[src/rtl/choose_ctrl.sv]
// choose_ctrl: two-player pick controller for the choose scene.
//
// A 2x4 cursor grid (ids 1..8) is steered by one-cycle key pulses. Player 1
// confirms a pick, then player 2 confirms a different one; back undoes the
// last confirmation. A cursor highlight blinks with a half-period of
// BLINK_DIV clocks while a pick is in progress.
//
// Ports:
//   clk, rst          clock, asynchronous active-high reset
//   scene_active      high while the choose scene is shown
//   key_up/down/left/right, key_enter, key_back   one-cycle key pulses
//   pokemon_id        cursor slot (1..8)
//   blink             cursor highlight phase (1 = shown)
//   p1_sel, p2_sel    confirmed picks, 0 = none
//   sel_done          high while both picks are confirmed
//   reject            one-cycle pulse when a duplicate confirm is ignored
module choose_ctrl #(
  parameter int unsigned BLINK_DIV = 25_000_000
) (
  input  logic       clk,
  input  logic       rst,
  input  logic       scene_active,
  input  logic       key_up,
  input  logic       key_down,
  input  logic       key_left,
  input  logic       key_right,
  input  logic       key_enter,
  input  logic       key_back,
  output logic [7:0] pokemon_id,
  output logic       blink,
  output logic [7:0] p1_sel,
  output logic [7:0] p2_sel,
  output logic       sel_done,
  output logic       reject
);

  typedef enum logic [1:0] {StIdle, StP1Pick, StP2Pick, StDone} state_e;

  localparam logic [26:0] BlinkLast = 27'(BLINK_DIV - 1);

  state_e      state_q, state_d;
  // Cursor index: bit 2 = row, bits 1:0 = column.
  logic [2:0]  cur_q, cur_d;
  logic [7:0]  p1_q, p1_d;
  logic [7:0]  p2_q, p2_d;
  logic        reject_q, reject_d;
  logic        sel_done_q;
  logic        blink_q, blink_d;
  logic [26:0] cnt_q, cnt_d;
  logic        move;
  logic [1:0]  col_dec, col_inc;
  logic [7:0]  cur_id;
  logic        pick_q, pick_d;

  assign cur_id  = {5'd0, cur_q} + 8'd1;
  assign col_dec = cur_q[1:0] - 2'd1;
  assign col_inc = cur_q[1:0] + 2'd1;

  // Next-state: state, cursor, picks and reject pulse.
  always_comb begin
    state_d  = state_q;
    cur_d    = cur_q;
    p1_d     = p1_q;
    p2_d     = p2_q;
    reject_d = 1'b0;
    move     = 1'b0;
    unique case (state_q)
      StIdle: begin
        cur_d = 3'd0;
        if (scene_active) state_d = StP1Pick;
      end
      StP1Pick, StP2Pick: begin
        if (!scene_active) begin
          state_d = StIdle;
          cur_d   = 3'd0;
          p1_d    = 8'd0;
          p2_d    = 8'd0;
        end else if (key_enter) begin
          if (state_q == StP1Pick) begin
            p1_d    = cur_id;
            state_d = StP2Pick;
          end else if (cur_id != p1_q) begin
            p2_d    = cur_id;
            state_d = StDone;
          end else begin
            reject_d = 1'b1;
          end
        end else if (key_back) begin
          // Back in P1 still wins arbitration but does nothing.
          if (state_q == StP2Pick) begin
            p1_d    = 8'd0;
            state_d = StP1Pick;
          end
        end else if (key_up || key_down) begin
          cur_d = {~cur_q[2], cur_q[1:0]};
          move  = 1'b1;
        end else if (key_left) begin
          cur_d = {cur_q[2], col_dec};
          move  = 1'b1;
        end else if (key_right) begin
          cur_d = {cur_q[2], col_inc};
          move  = 1'b1;
        end
      end
      StDone: begin
        if (!scene_active) begin
          state_d = StIdle;
          cur_d   = 3'd0;
          p1_d    = 8'd0;
          p2_d    = 8'd0;
        end else if (key_back) begin
          p2_d    = 8'd0;
          state_d = StP2Pick;
        end
      end
      default: state_d = StIdle;
    endcase
  end

  assign pick_q = (state_q == StP1Pick) || (state_q == StP2Pick);
  assign pick_d = (state_d == StP1Pick) || (state_d == StP2Pick);

  // Blink counter only runs while staying in a pick state; entering or
  // leaving one forces a fresh period with the highlight shown.
  always_comb begin
    cnt_d   = 27'd0;
    blink_d = 1'b1;
    if (pick_q && pick_d && !move) begin
      if (cnt_q == BlinkLast) begin
        blink_d = ~blink_q;
      end else begin
        cnt_d   = cnt_q + 27'd1;
        blink_d = blink_q;
      end
    end
  end

  always_ff @(posedge clk or posedge rst) begin
    if (rst) begin
      state_q    <= StIdle;
      cur_q      <= 3'd0;
      p1_q       <= 8'd0;
      p2_q       <= 8'd0;
      reject_q   <= 1'b0;
      sel_done_q <= 1'b0;
      blink_q    <= 1'b1;
      cnt_q      <= 27'd0;
    end else begin
      state_q    <= state_d;
      cur_q      <= cur_d;
      p1_q       <= p1_d;
      p2_q       <= p2_d;
      reject_q   <= reject_d;
      sel_done_q <= (state_d == StDone);
      blink_q    <= blink_d;
      cnt_q      <= cnt_d;
    end
  end

  assign pokemon_id = cur_id;
  assign blink      = blink_q;
  assign p1_sel     = p1_q;
  assign p2_sel     = p2_q;
  assign sel_done   = sel_done_q;
  assign reject     = reject_q;

endmodule

[config.mk]
export PLATFORM = sky130hd
export DESIGN_NAME = choose_ctrl
export DESIGN_NICKNAME = d
export VERILOG_FILES = /design/src/rtl/choose_ctrl.sv
export SDC_FILE = /design/constraint.sdc
export NUM_CORES = 1
export LEC_CHECK = 0
export CELL_PAD_IN_SITES_DETAIL_PLACEMENT = 1
export CELL_PAD_IN_SITES_GLOBAL_PLACEMENT = 2
export CORE_MARGIN = 2
export CORE_UTILIZATION = 30
export CTS_CLUSTER_DIAMETER = 120
export DETAILED_ROUTE_END_ITERATION = 10
export PLACE_DENSITY = 0.77
export RECOVER_POWER = 25
export SLEW_MARGIN = 20
export SYNTH_ARGS = -nofsm -noshare
export SYNTH_HDL_FRONTEND = slang
export SYNTH_SLANG_ARGS = --single-unit
export TNS_END_PERCENT = 5
[constraint.sdc]
create_clock -name clk -period 3.3 [get_ports clk]
set_input_delay 0.99 -clock clk [delete_from_list [all_inputs] [get_ports clk]]
set_output_delay 0.99 -clock clk [all_outputs]
set_load 0.1 [all_outputs]
# Word level (Yosys, flattened, before mapping)

Index checks and enable logic that the tools add are counted.

Add/sub/neg operators: 4
Equal/unequal tests: 22
Multiplexer cells: 48
Bitwise logic cells: 2
Reduce and logical (&&, ||, !) cells: 13

Operators with widths:

| kind                                                   | count |
|---|---|
| 2-to-1 mux 8 bit                                       | 12 |
| 2-to-1 mux 27 bit                                      | 2 |
| case mux 8 bit (2 select lines)                        | 2 |
| adder 27 x 1 -> 27 bit (second input constant)         | 1 |
| equality test 27 x 25 -> 1 bit (second input constant) | 1 |
| inequality test 3 bit (second input constant)          | 8 |
| 2-to-1 mux 2 bit                                       | 11 |
| inequality test 4 bit (second input constant)          | 4 |
| 2-to-1 mux 3 bit                                       | 5 |
| AND reduction 5 bit                                    | 3 |
| 2-to-1 mux 1 bit                                       | 14 |
| case mux 3 bit (3 select lines)                        | 1 |
| equality test 2 bit (second input constant)            | 4 |
| inequality test 4 x 8 -> 1 bit                         | 1 |
| case mux 2 bit (3 select lines)                        | 1 |
| adder 3 x 1 -> 4 bit (second input constant)           | 1 |
| equality test 2 x 1 -> 1 bit (second input constant)   | 2 |
| AND reduction 4 bit                                    | 1 |
| logical OR 1 bit                                       | 3 |
| adder 2 x 1 -> 2 bit (second input constant)           | 1 |
| logical AND 1 bit                                      | 2 |
| logical NOT 2 bit                                      | 1 |
| inequality test 2 x 1 -> 1 bit (second input constant) | 1 |
| inequality test 2 bit (second input constant)          | 1 |
| other kinds (5)                                        | 6 |

Register bits: 51
Bits of input ports: 9
Output and inout port bits: 27
Word-level logic and storage cells: 98

# Depth between registers and ports, before layout

Gate-level depths: netlist (run 1).

Depth in word-level cells: 12
Depth in mapped cells: 15
Mapped depth without buffers: 12

# Least setup slack after synthesis (run 1)

No wires, ideal clock.

Kind: reg2reg
From: register cur_q[1]
To: register cnt_q[14]
Setup time: 0.072 ns
Arrival: 3.169 ns
Required time: 3.228 ns
Slack: 0.060 ns
Cell stages (with the launch flop): 14
Buffers on the path: 2
Clock period less this slack: 3.240 ns
Cell sequence: dfrtp_1 -> ha_1 -> xnor2_1 -> nand2_1 -> a21o_1 -> a221o_1 -> a22o_1 -> ha_1 -> nand2_1 -> a31oi_1 -> nand2b_1 -> buf_6 -> buf_12 -> nor2_1

Cells in the longest elaborated chain, start to end: 12
Elaborated cells between the ends (all ways): 13
Classes of those cells: 1 x add/sub; 3 x eq/ne; 6 x mux; 3 x reduce/logical

Ends and longest elaborated chain:

| element                                                                    | line | source |
|---|---|---|
| start, declared                                                            | 43   | `logic [2:0] cur_q, cur_d;` |
| start signal, assigned                                                     | 150  | `cur_q <= cur_d;` |
| adder 3 x 1 -> 4 bit (*)                                                   | 55   | `assign cur_id = {5'd0, cur_q} + 8'd1;` |
| via pokemon_id[1]                                                          | 29   | `output logic [7:0] pokemon_id,` |
| inequality test 4 x 8 -> 1 bit (*)                                         | 82   | `end else if (cur_id != p1_q) begin` |
| 2-to-1 mux 2 bit (*)                                                       | 82   |  |
| 2-to-1 mux 2 bit (*)                                                       | 79   | `if (state_q == StP1Pick) begin` |
| 2-to-1 mux 2 bit (*)                                                       | 78   | `end else if (key_enter) begin` |
| 2-to-1 mux 2 bit (*)                                                       | 73   | `if (!scene_active) begin` |
| case mux 2 bit (3 select lines) (*)                                        | 67   | `unique case (state_q)` |
| via state_d[0]                                                             | 41   | `state_e state_q, state_d;` |
| equality test 2 x 1 -> 1 bit / equality test 2 bit (equally long branches) | 121  | `assign pick_d = (state_d == StP1Pick) \|\| (state_d == StP2Pick);` |
| logical OR 1 bit (*)                                                       | 121  |  |
| logical AND 1 bit (*) (2 in a row)                                         | 128  | `if (pick_q && pick_d && !move) begin` |
| 2-to-1 mux 27 bit (*)                                                      | 128  |  |
| via cnt_d[14]                                                              | 49   | `logic [26:0] cnt_q, cnt_d;` |
| end signal, assigned                                                       | 156  | `cnt_q <= cnt_d;` |
| end, declared                                                              | 49   |  |

Mark *: on every way through the listed nets, which the timed path passes. The rest lies on a longest branch.
A chain may end at the register's enable or synchronous reset.

# Worst setup path after layout (run 1)

From: register cur_q[1]
To: register cnt_q[6]

Cells in the longest elaborated chain, start to end: 12
Elaborated cells between the ends (all ways): 13
Classes of those cells: 1 x add/sub; 3 x eq/ne; 6 x mux; 3 x reduce/logical

Ends and longest elaborated chain:

| element                                                                    | line |
|---|---|
| adder 3 x 1 -> 4 bit (*)                                                   | 55 |
| inequality test 4 x 8 -> 1 bit (*)                                         | 82 |
| 2-to-1 mux 2 bit (*)                                                       | 82 |
| 2-to-1 mux 2 bit (*)                                                       | 79 |
| 2-to-1 mux 2 bit (*)                                                       | 78 |
| 2-to-1 mux 2 bit (*)                                                       | 73 |
| case mux 2 bit (3 select lines) (*)                                        | 67 |
| via state_d[0]                                                             | 41 |
| equality test 2 x 1 -> 1 bit / equality test 2 bit (equally long branches) | 121 |
| logical OR 1 bit (*)                                                       | 121 |
| logical AND 1 bit (*) (2 in a row)                                         | 128 |
| 2-to-1 mux 27 bit (*)                                                      | 128 |
| via cnt_d[6]                                                               | 49 |

Marks and branches as above.

==> reports/results.tsv, run 1 <==
stage	metric	value	unit
synthesis	synthDistinctLibCells	47	
global_route	grt.total_usage	13.2	%
sta	rsz0062_at_grt	false	
global_route	grt_overflow	0	
synthesis	mappedNetlistArea	2510	um^2
synthesis	synth-edff-count	0	
die	core_area	8180	um^2
routing	wl	5.52	mm
synthesis	yosys-top-cells-area	dfrtp_1, xor2_1, nor2_1	
worst_setup_path	crit_arrival	3230	ps
placed_design	portBuffers	23	
die	rows	33	
power_and_ir_drop	power_density	741	nW/um^2
synthesis	synth_ff_type	dfrtp_1	
cts	post_cts_resized	0	
sta	maxSlewHeadroom	28.5	%
finish	nNetsFinal	312	
synthesis	synth_compound_area_share	10.2	%
sta	final-hold-violation-count	0	
sta	setup_viol	0	
global_route	grt_max_degree	44	
synthesis	muxShareOfSynthArea	0	%
status	status	complete, no violations	
synthesis	ys_warn_count	0	
cts	h-tree-depth	2	
cts	numCtsBuffers	5	
finish	antenna_cells	0	
sta	maxSlewViolCount	0	
sta	finalSetupTns	0	ps
synthesis	synth_top_family_by_area	simple AND/OR/NAND/NOR gates	
routing	vias_per_cell	4.81	
synthesis	synth_top_area_share	41.9	%
worst_setup_path	path_class	register to register	
placed_design	post-place-ws	-37.2	ps
global_route	antenna_found_initial	0	
die	die_height	95.5	um
sta	fmax	334	MHz
synthesis	synth-async-reset-ratio	100	%
global_route	met1_usage	17.4	%
worst_setup_path	setup.worst_path.start_class	register	
sta	skew	10.1	ps
cts	cts_setup_buffers	0	
placed_design	hpwl	4.07	mm
sta	tightestPinTransition	1070	ps
global_route	grt_pass1_vias	1978	
synthesis	yosys.area_share.simple	24.0	%
finish	layout_common_cells	dfrtp_1, nor2_1, buf_4, nand2_1, xor2_1	
finish	layout_commonest_cell	dfrtp_1	
routing	firstDrtPassIters	4	
synthesis	syn_inst	262	
synthesis	yosysSeqAreaShare	42.9	%
routing	drt_iter0_markers	43	
global_route	busiest_layer	met2	
synthesis	post_synth_xor_area_fraction	10.5	%
routing	antenna_left	0	
routing	drc	0	
worst_setup_path	endpoint_kind	register	
cts	cts-root-buf	clkbuf_8	
cts	clock_path_buffers	2	
cts	cts_tree	built	
synthesis	synth_fa_ha_area_share	4.49	%
sta	post-route-period-util	90.6	%
die	ioPinCount	36	
placed_design	dpl_cell_area	2810	um^2
sta	timing.final.ws_setup	309	ps
cts	clock_sinks	43	
global_route	use_met2	21.7	%
worst_setup_path	cp_max_fo	27	
synthesis	synth_top_area_cell	dfrtp_1	
finish	syn2layout_area_growth	15.2	%
worst_setup_path	cp_data_required_time	3540	ps
cts	clkTransAtPathRegs	90	ps
flow_run	drv_cap	0	
sta	min_period	2990	ps
global_route	grt_pass1_wl	9.43	mm
synthesis	synth_seq_cells	43	
finish	design_area	2890	um^2
die	start_util	30.7	%
routing	vias	1924	
global_route	grt.met3_usage	2.69	%
die	die-area	9110	um^2
cts	ctsHoldBuffers	0	
synthesis	synth_area_per_cell	9.58	um^2
die	die_x	95.5	um
routing	wire_per_inst	13.8	um
cts	clkLatencyLatePin	300	ps
power_and_ir_drop	ir_drop	0.000366	V
power_and_ir_drop	leakage	1.31	nW
power_and_ir_drop	p_total	0.00214	W
placed_design	routabilityCongestion	0.775	
finish	drive_gt1_share	14.2	%
min_path	hold_path.class	register to register	
-- worst paths after layout --
path / startpoint / endpoint / cells after the start / slack [ps]
setup / recovery: cur_q[1] / cnt_q[6] / 12 / 310
hold / removal: p2_sel[3] / p2_sel[3] / 1 / 520
setup reg to reg: cur_q[1] / cnt_q[6] / 12 / 310
hold reg to reg: p2_sel[3] / p2_sel[3] / 1 / 520
max in group asynchronous: rst / cnt_q[16] / 3 / 1170
min in group asynchronous: rst / cnt_q[0] / 3 / 1470
-- Yosys cell counts (2+ instances only) --
cell type	n
a21o_1	2
a21oi_1	3
a22o_1	9
and3_1	4
buf_12	2
buf_4	12
clkbuf_1	4
dfrtp_1	42
ha_1	9
inv_1	9
nand2_1	23
nand2b_1	2
nand3_1	16
nand3b_1	2
nand4_1	11
nor2_1	33
nor2_2	2
nor2b_1	4
nor3_1	8
nor4_4	2
o211ai_1	2
o21ai_0	7
o31ai_1	2
xnor2_1	8
xor2_1	22
-- final cells by class --
cell class / instances / area, um^2
repair buffers: 34 / 285
fillers: 954 / 5290
flip-flops and latches: 43 / 1080
clock inverters: 1 / 7.51
clock buffers: 7 / 76.3
inverters: 9 / 33.8
well taps: 105 / 131
multi-input cells: 201 / 1280
-- cell families after synthesis --
group / Yosys count
other cells: 1
simple gates: 115
flops: 43
compound gates: 35
xor+xnor: 30
fa+ha+maj: 9
buf+inv: 29
-- flip-flops by register name (all words and copies together), names as in the netlist --
register / count
blink: 1
cnt_q: 27
cur_q: 3
p1_sel: 4
p2_sel: 4
reject: 1
sel_done: 1
state_q: 2
-- stage by stage --
stage,instances,utilization [%],hold slack (ps)
6_report,400,35.4,520
5_1_grt,400,35.4,534
4_1_cts,400,35.4,530
3_5_place_dp,392,34.4,511
3_3_place_gp,392,34.4,505
2_1_floorplan,273,-,468
-- critical path, stage by stage, from the launching register on --
cell      delay (ps)
dfrtp_1          440
ha_1             240
xor2_1           180
or3_1            340
a21o_1           240
a221o_1          310
a22o_1           200
ha_1             280
nand2_1           50
a31oi_1          210
nand2b_1         130
buf_12           180
nor2_1           130
-- power breakdown --
| group | total (W) | internal, W | switching [W] | leakage (nW) |
|---|---|---|---|---|
| logic | 0.00116 | 0.000337 | 0.000819 | 0.679 |
| registers | 0.000652 | 0.000586 | 0.0000656 | 0.590 |
| clock network | 0.000333 | 0.000150 | 0.000183 | 0.0385 |
| total | 0.00214 | 0.00107 | 0.00107 | 1.31 |
-- layer usage --
| layer | up-vias | share of wire (%) |
|---|---|---|
| met4 | 0 | 1.8 |
| met1 | 942 | 48 |
| met2 | 31 | 48 |
| li1 | 942 | - |
| met3 | 9 | 2.9 |
| met5 | - | 0 |
Power figures use the tool's default switching activity.
==> inputs of run 2 (changes only) <==
Settings changed: HOLD_SLACK_MARGIN from default to 0.08.
==> results of run 2 <==
Same layout as run 1: the final DEF is identical, and so are final timing and power.
==> inputs of run 3 (changes only) <==
Settings changed: PLACE_DENSITY 0.77 to 0.82.
==> reports/results.tsv, run 3 (synthesis gave the netlist of run 1 again) <==
stage	metric	value	unit
sta	maxSlewViolCount	0	
finish	antenna_cells	0	
sta	tightestPinTransition	1090	ps
routing	drc	0	
worst_setup_path	crit_buf_inv	2	
worst_setup_path	crit_start	key_enter	
cts	numCtsBuffers	5	
routing	wl	5.58	mm
min_path	hp-start	cnt_q[0]	
finish	nNetsFinal	312	
finish	largest_register_ffs	27	
sta	maxSlewHeadroom	27.2	%
worst_setup_path	crit_arrival	3180	ps
placed_design	dpl_cell_area	2810	um^2
worst_setup_path	worst-path-stages	12	
cts	clkTransAtPathRegs	90	ps
placed_design	hpwl	4.07	mm
finish	design_area	2900	um^2
worst_setup_path	path_cells	clkdlybuf4s50_1 > nor2b_1 > o21bai_1 > a21oi_1 > o21ai_0 > a22o_1 > ha_1 > nand2_1 > a31oi_1 > nand2b_1 > buf_12 > nor2_1	
die	die_x	95.5	um
sta	post-route-period-util	89.6	%
worst_setup_path	worstReg2RegStart	cur_q[1]	
global_route	grt_pass1_wl	9.49	mm
sta	final-hold-violation-count	0	
cts	clock_sinks	43	
routing	vias	1944	
global_route	antenna_found_initial	0	
sta	finalSetupTns	0	ps
sta	rsz0062_at_grt	false	
worst_setup_path	critPathMaxStageDelay	470	ps
power_and_ir_drop	leakage	1.32	nW
finish	syn2layout_area_growth	15.7	%
cts	cts_tree	built	
finish	fin_util	35.5	%
routing	vias_per_cell	4.86	
worst_setup_path	endpoint_kind	register	
finish	fillers	964	
placed_design	dp.cells	392	
finish	layout_commonest_cell	dfrtp_1	
finish	fin_cells	400	
routing	drt_iter0_markers	66	
power_and_ir_drop	ir_drop	0.000357	V
worst_setup_path	setup.worst_path.start_class	input port	
flow_run	drv_cap	0	
sta	fmax	338	MHz
sta	skew	11.7	ps
die	die_height	95.5	um
cts	ctsHoldBuffers	0	
finish	regMostFlops	cnt_q	
finish	drive_gt1_share	14.9	%
worst_setup_path	rrSetupSlack	340	ps
placed_design	portBuffers	23	
cts	cts-root-buf	clkbuf_8	
die	ioPinCount	36	
power_and_ir_drop	power_density	746	nW/um^2
sta	timing.final.ws_setup	344	ps
worst_setup_path	reg2reg_depth	12	
sta	min_period	2960	ps
global_route	grt_pass1_vias	1956	
finish	layout_common_cells	dfrtp_1, nor2_1, buf_4, nand2_1, xor2_1	
sta	setup_viol	0	
cts	clkLatencyLatePin	300	ps
routing	firstDrtPassIters	4	
global_route	grt.total_usage	13.3	%
routing	antenna_left	0	
min_path	holdPathStages	1	
status	status	complete, no violations	
cts	cts_setup_buffers	0	
worst_setup_path	cpMaxStageDelayCell	clkdlybuf4s50_1	
cts	post_cts_resized	0	
global_route	grt_overflow	0	
worst_setup_path	cp-endpoint	cnt_q[18]	
die	core_area	8180	um^2
die	start_util	30.7	%
die	die-area	9110	um^2
worst_setup_path	cp_max_fo	27	
placed_design	routabilityCongestion	0.779	
worst_setup_path	regToRegEndpoint	cnt_q[18]	
global_route	grt_max_degree	44	
die	rows	33	
cts	clock_path_buffers	2	
worst_setup_path	path_class	input port to register	
worst_setup_path	cp_data_required_time	3530	ps
cts	h-tree-depth	2	
min_path	hold_path.class	register to register	
worst_setup_path	crit_family	compound AO/OA/AOI/OAI gates	
placed_design	post-place-ws	8.35	ps
routing	wire_per_inst	14.0	um
## run 3: cell type report
class	instances	area (um^2)	area share [%]
tap	105	131	4.53
inverter	9	33.8	1.16
timing repair buffer	34	285	9.83
sequential	43	1080	37.1
clock inverter	2	13.8	0.474
multi-input combinational	201	1280	44.1
clock buffer	6	82.6	2.84
## run 3: worst min-delay path by stage
| stage | endpoint |
|---|---|
| detailed placement | p2_sel[2] |
| global placement | p2_sel[0] |
| global route | p2_sel[1] |
| floorplan | cnt_q[0] |
| CTS | p2_sel[2] |
| finish | cnt_q[0] |
## run 3: layer usage
| layer | part of all wire, % | track usage (%) | vias to the layer above |
|---|---|---|---|
| met5 | 0 | 0 | - |
| met4 | 1.1 | 4.76 | 0 |
| met3 | 2.1 | 2.21 | 6 |
| met2 | 48 | 21.8 | 25 |
| met1 | 49 | 17.6 | 969 |
| li1 | - | - | 944 |
## run 3: report_power, final
| group | switching [W] | internal (W) | leakage, nW |
|---|---|---|---|
| combinational | 0.000817 | 0.000336 | 0.683 |
| clock | 0.000193 | 0.000171 | 0.0516 |
| sequential | 0.0000605 | 0.000586 | 0.590 |
| total | 0.00107 | 0.00109 | 1.32 |
## run 3: metrics by stage
step	hold slack (ps)	total power, W
floorplan	468	0.00160
global placement	495	0.00181
detailed placement	505	0.00182
CTS	524	0.00219
global route	550	0.00232
finish	520	0.00216
